## src/rtl/write_arbiter_ctrl.sv

```systemverilog
// write_arbiter_ctrl: strict-priority / round-robin packet arbiter for the shared SRAM write path.
module write_arbiter_ctrl #(
  parameter int num_of_ports   = 16,
  parameter int priority_width = 3,
  parameter int timeout_cycles = 1024
) (
  input  logic                                   clk,
  input  logic                                   rst,
  input  logic [num_of_ports*priority_width-1:0] priority_in,
  input  logic [num_of_ports-1:0]                ready,
  input  logic [num_of_ports-1:0]                eop,
  output logic [3:0]                             select,
  output logic [num_of_ports-1:0]                grant,
  output logic                                   grant_valid,
  output logic                                   sop,
  output logic                                   timeout
);
  localparam int cw = timeout_cycles > 1 ? $clog2(timeout_cycles) : 1;
  localparam logic [cw-1:0] cnt_max = cw'(timeout_cycles - 1);
  typedef enum logic [1:0] {IDLE, BUSY, RELEASE} state_t;
  state_t                    state_q;
  logic [3:0]                rr_ptr_q, win, nxt_ptr;
  logic [cw-1:0]             cnt_q;
  logic [priority_width-1:0] pri [num_of_ports];
  logic [priority_width-1:0] max_pri;
  logic                      found;
  logic [4:0]                idx;
  logic                      done;
  always_comb begin
    max_pri = '0;
    for (int j = 0; j < num_of_ports; j++) begin
      pri[j] = priority_in[j*priority_width +: priority_width];
      if (ready[j] && pri[j] > max_pri) max_pri = pri[j];
    end
    win   = '0;
    found = 1'b0;
    idx   = '0;
    // first top-priority requester at or after rr_ptr, wrapping
    for (int k = 0; k < num_of_ports; k++) begin
      idx = 5'(rr_ptr_q) + 5'(k);
      if (idx >= 5'(num_of_ports)) idx = idx - 5'(num_of_ports);
      if (!found && ready[idx[3:0]] && pri[idx[3:0]] == max_pri) begin
        win   = idx[3:0];
        found = 1'b1;
      end
    end
  end
  assign nxt_ptr = select == 4'(num_of_ports - 1) ? 4'd0 : select + 4'd1;
  assign done    = eop[select] || cnt_q == cnt_max;
  always_ff @(posedge clk or negedge rst) begin
    if (!rst) begin
      state_q     <= IDLE;
      select      <= '0;
      grant       <= '0;
      grant_valid <= 1'b0;
      sop         <= 1'b0;
      timeout     <= 1'b0;
      rr_ptr_q    <= '0;
      cnt_q       <= '0;
    end else begin
      sop     <= 1'b0;
      timeout <= 1'b0;
      case (state_q)
        IDLE: if (|ready) begin
          state_q     <= BUSY;
          select      <= win;
          grant       <= num_of_ports'(1) << win;
          grant_valid <= 1'b1;
          sop         <= 1'b1;
          cnt_q       <= '0;
        end
        BUSY: if (done) begin
          state_q     <= RELEASE;
          select      <= '0;
          grant       <= '0;
          grant_valid <= 1'b0;
          rr_ptr_q    <= nxt_ptr;
          timeout     <= !eop[select];
        end else begin
          cnt_q <= cnt_q + cw'(1);
        end
        default: state_q <= IDLE;
      endcase
    end
  end
endmodule

```

## config.mk

```make
export PLATFORM = sky130hd
export DESIGN_NAME = write_arbiter_ctrl
export DESIGN_NICKNAME = d
export VERILOG_FILES = /design/src/rtl/write_arbiter_ctrl.sv
export SDC_FILE = /design/constraint.sdc
export NUM_CORES = 1
export LEC_CHECK = 0
export CAP_MARGIN = 20
export CELL_PAD_IN_SITES_DETAIL_PLACEMENT = 0
export CELL_PAD_IN_SITES_GLOBAL_PLACEMENT = 2
export CORE_MARGIN = 2
export CORE_UTILIZATION = 32
export DETAILED_ROUTE_END_ITERATION = 10
export GPL_TIMING_DRIVEN = 1
export PLACE_DENSITY_LB_ADDON = 0.1
export SYNTH_ARGS = -nofsm -noshare
export SYNTH_HDL_FRONTEND = slang
export SYNTH_SLANG_ARGS = --single-unit
```

## constraint.sdc

```tcl
create_clock -name clk -period 7.25 [get_ports clk]
set_clock_uncertainty 0.05 [all_clocks]
set_input_delay 1.0875 -clock clk [delete_from_list [all_inputs] [get_ports clk]]
set_output_delay 1.0875 -clock clk [all_outputs]
set_load 0.005 [all_outputs]
```

; ---- Word level (Yosys, flattened, before mapping)
; Cells that the tools add are included.
[op_classes]
add_sub_neg = 33
n_lt_le_gt_ge = 65
eq_ne = 22
shifts = 1
mux = 165
bitwise_logic = 16
reduce_logical = 71
[ops]
columns = cell, count
row1 = $bmux 3 s4, 16
row2 = $ge 5x5->1 const B, 31
row3 = $mux 3, 48
row4 = $mux 4, 35
row5 = $lt 4x5->1 const B, 17
row6 = $not 4->5, 16
row7 = $bmux 1 s4, 17
row8 = $sub 4x1->4 const B, 16
row9 = $eq 3x3->1, 16
row10 = $logic_and 1x1->1, 47
row11 = $gt 3x3->1, 15
row12 = $add 4x4->5 const B, 8
row13 = $mux 1, 38
row14 = $mux 16, 2
row15 = $pmux 16 s2, 1
row16 = $add 4x3->5 const B, 4
row17 = $mux 10, 2
row18 = $pmux 10 s2, 1
row19 = $logic_not 1->1, 16
row20 = $reduce_or 16->1, 1
row21 = $shl 1x4->16 const A, 1
row22 = $add 10x1->10 const B, 1
row23 = $add 4x2->5 const B, 2
row24 = $eq 10x10->1 const B, 1
row25 = other kinds (16), 21
[totals]
register_bits = 39
inputBits = 82
output_inout_bits = 23
wordCells = 381

; ---- Logic depth before layout (Yosys ltp)
[depth]
ltp_word = 114
mapped_depth = 121
depth_no_buf = 116

; ---- Worst setup path before layout
; No wires, ideal clock.
[synth_timing]
path_type = input to register
startpoint = in ready[0]
endpoint = reg grant[1]
setup_time_ns = 0.076
t_arrival_ns = 21.928
required_ns = 7.124
slack_ns = -14.805
cell_stages = 114
n_path_buf = 4
path_cell_list = clkbuf_1 -> nand2_1 -> ha_1 -> nor2b_4 -> o31a_1 -> buf_4 -> nand2_1 -> mux2_1 -> ha_1 -> or2_2 -> o32ai_1 -> a21oi_1 -> nor3_1 -> ha_1 -> nor2_1 -> a31oi_1 -> o32a_1 -> mux2_2 -> [... 78 more ...] -> inv_1 -> a311oi_1 -> a21oi_2 -> buf_2 -> o21ai_0 -> nor3_1 -> nor2_1 -> o22ai_1 -> mux2i_1 -> nand3_1 -> a211oi_1 -> o211ai_2 -> nor4_2 -> a2111oi_1 -> a22o_1 -> or2_1 -> or2_1 -> o21ai_1
[synth_between]
elab_chain_cells = 113
elab_cells_between_ends = 178
cone_classes = 15 x order compare / 17 x eq/ne / 1 x shift / 81 x mux / 64 x reduce/logical
[synth_lines]
columns = item, line_no
row1 = "start, declared", 10  ; input logic [num_of_ports-1:0] ready,
row2 = $logic_and 1x1->1, 33  ; if (ready[j] && pri[j] > max_pri) max_pri = pri[j];
row3 = $mux 3, 33
row4 = $gt 3x3->1, 33
row5 = $logic_and 1x1->1, 33
row6 = $mux 3, 33
row7 = $gt 3x3->1, 33
row8 = $logic_and 1x1->1, 33
row9 = $mux 3, 33
row10 = [... 95 more ...], -
row11 = $logic_and 1x1->1 (2 in series), 42  ; if (!found && ready[idx[3:0]] && pri[idx[3:0]] == max_pri) begin
row12 = $mux 1, 42
row13 = $logic_not 1->1, 42
row14 = $logic_and 1x1->1 (2 in series), 42
row15 = $mux 4, 42
row16 = $shl 1x4->16, 67  ; grant <= num_of_ports'(1) << win;
row17 = $mux 16, 64  ; IDLE: if (|ready) begin
row18 = $pmux 16 s2, 63  ; case (state_q)
row19 = "end signal, assigned", 67
row20 = "end, declared", 13  ; output logic [num_of_ports-1:0] grant,
; Several ways; a longest one is shown, not always the timed one. The select of a mux whose other input is x is not followed.
; A chain may end at the register's enable or synchronous reset.

; ---- Worst setup path after layout
[layout_timing]
startpoint = in priority_in[1]
endpoint = reg grant[10]
[layout_between]
elab_chain_cells = 114
elab_cells_between_ends = 192
cone_classes = 16 x order compare / 16 x eq/ne / 1 x shift / 97 x mux / 62 x reduce/logical
[layout_lines]
columns = item, line_no
row1 = "start, declared", 9  ; input logic [num_of_ports*priority_width-1:0] priority_in,
row2 = $gt 3x1->1, 33
row3 = $logic_and 1x1->1, 33
row4 = $mux 3, 33
row5 = $gt 3x3->1, 33
row6 = $logic_and 1x1->1, 33
row7 = $mux 3, 33
row8 = $gt 3x3->1, 33
row9 = $logic_and 1x1->1, 33
row10 = [... 96 more ...], -
row11 = $logic_and 1x1->1 (2 in series), 42
row12 = $mux 1, 42
row13 = $logic_not 1->1, 42
row14 = $logic_and 1x1->1 (2 in series), 42
row15 = $mux 4 (*), 42
row16 = $shl 1x4->16 (*), 67
row17 = $mux 16 (*), 64
row18 = $pmux 16 s2 (*), 63
; Every way passes the cells marked *; elsewhere a longest branch is shown, timed or not. The select of a mux whose other input is x is not followed.

==> results.cfg <==
[status]
outcome = finished, violations left
violations = negative setup slack

[worst_setup_path]
worstPathMaxFanout = 7
startpoint = priority_in[1]
worstSetupPathType = primary input to flop
crit_slowest_cell = mux2_2
crit_top_cell = buf_4
end_kind = flop
critical_path.max_stage_delay_ns = 0.41
critPathRequiredTime_ns = 7.42
worst_ep_arrival_time_ns = 21.04
cp-start-kind = primary input
r2r_start = rr_ptr_q[1]

[synth]
ys.flop_type = dfrtp_1
yosysSeqAreaShare = 0.101
synth.most_common_cell = nand2_1
yosys-top-cells-area = mux4_2, dfrtp_1, mux2i_1
yosysTopAreaCellShare = 0.163
synth_commonest_cells = nand2_1, nor2_1, mux4_2
async_flop_share = 1.00
syn_inst = 1193
synth.distinct_cells = 106
synth_largest_area_cell = mux4_2
syn_area_sq_um = 9680
ys_seq_elements = 39
yosysWarnings = 0
avgSynthCellArea_sq_um = 8.11
synth_enable_flop_cells = 0
syn_nets = 1305

[placed_design]
pre_cts_ws_ns = -14.64
port_buffers = 104
gp_congestion = 0.953
dp_hpwl_um = 34600

[run]
max_cap_violations = 0

[global_route]
grt.total_usage = 0.272
grt.busiest_layer = met2
met1_usage = 0.376
grt_pass1_vias = 11677
antenna_found_initial = 0
grt_max_degree = 74
use_met2 = 0.465
grt_pass1_wl_um = 67300
met3_usage = 0.0227
grt_overflow = 0

[layout]
diodes = 0
drive_gt1_frac = 0.474
fin_nets = 1800
synthToLayoutAreaGrowth_pct = 63.9

[drt]
vias_per_cell = 5.84
vias = 12131
first_pass_iters = 6
wl_um = 43700
drc = 0
drt_iter0_markers = 982
wl_per_cell_um = 21.0
ant_nets = 0

[sta]
hold_violations = 0
worst_slew_pin_slew_ns = 1.13
min_period_ns = 20.87
fmax_ghz = 0.0479
rsz0062_at_grt = yes
setup_ws_ns = -13.62
setup_viol = 20
slew_headroom = 0.241
final-max-slew-violation-count = 0
final.period_utilization = 2.88

[clock_network]
cts_buffer_depth = 2
cts_tree = yes
cts_made_buffers = 5
clock_sinks = 39
cts.clk_slew.worst_paths_ns = 0.06
cts-root-buf = clkbuf_16
clk-insertion-delay-late_ns = 0.28
htreeDepth = 2

[floorplanning]
die_x_um = 178
die_y_um = 178
io_pins = 105
dieArea_sq_um = 31700
num_rows = 63
core_sq_um = 29700
start_util = 0.326

[min_path]
min-delay-start = grant[12]
hold_class = flop to flop
## logic make-up (layout without fill, tap and decap cells)
group,after synthesis,in the layout,share of synthesized area
AO/OA/AOI/OAI,376,377,0.296
flip-flops,39,39,0.101
XOR/XNOR,46,46,0.0416
AND/OR/NAND/NOR,425,425,0.218
adder cells (fa/ha/maj),32,32,0.0409
buffers and inverters,121,616,0.0485
multiplexers,154,154,0.254
## metal layers
| metal | wire [um] | share of wire |
|---|---|---|
| met1 | 20000 | 0.46 |
| met2 | 21100 | 0.48 |
| met3 | 1840 | 0.042 |
| met4 | 763 | 0.017 |
| met5 | 0 | 0 |
## final timing paths
kind | endpoint | slack, ns | cells after the start
max | grant[10] | -13.62 | 128
min | grant[12] | 0.43 | 2
max reg2reg | grant[10] | 1.35 | 23
min reg2reg | grant[12] | 0.43 | 2
max in group asynchronous | rr_ptr_q[0] | 5.61 | 1
min in group asynchronous | cnt_q[9] | 0.88 | 1
## metrics by stage
stage / utilization / instances / hold slack (ns) / cell area, sq um / setup TNS (ns)
detailed placement: 0.473 / 1979 / 0.435 / 14100 / -291.59
global route: 0.534 / 2079 / 0.474 / 15900 / -286.44
floorplan: - / 1193 / 0.421 / 10100 / -264.27
CTS: 0.516 / 2060 / 0.446 / 15300 / -266.43
finish: 0.534 / 2079 / 0.430 / 15900 / -270.78
global placement: 0.473 / 1978 / 0.418 / 14100 / -282.13
## state kept, by name (all words and copies together) (netlist names)
register	cells
grant_valid	1
sop	1
cnt_q	10
grant	16
rr_ptr_q	4
state_q	2
select	4
timeout	1
## critical path, delay by kind of cell
kind                       cells  cell delay [ns]
buffers and inverters         50             6.36
adders and majority gates     12             3.02
muxes                          6             2.06
and+or+nand+nor               30             3.67
AOI/OAI and AO/OA             30             4.77
## cell usage in the layout, fill, tap and decap left out, drive strengths merged, types with 15 or more instances in the layout
cell type / n
nand2: 126
a21oi: 59
a31oi: 15
ha: 30
inv: 53
xor2: 22
nor3: 36
mux2: 23
and2: 27
o211ai: 19
buf: 454
xnor2: 24
nor2: 90
or2: 18
nand4: 15
nand3: 40
mux4: 70
dfrtp: 39
clkdlybuf4s50: 96
nor4: 17
o21ai: 84
mux2i: 61
## final cells by class
cell class,instances,area (sq um)
Tap cell,390,488
Timing Repair Buffer,553,4500
Clock inverter,2,35.0
Multi-Input combinational cell,1034,9520
Fill cell,2771,13900
Sequential cell,39,981
Inverter,55,206
Clock buffer,6,139
## what timing repair did
action,in CTS,in global routing
pin swaps,125,99
setup endpoints to repair,20,20
cloned,2,0
resized for setup,131,107
hold buffers,0,0
buffers inserted,75,23
hold endpoints to repair,0,0
Power is left out: the tool's default activity adds up to more than one toggle a clock period on the data nets, which glitch-free logic cannot reach.
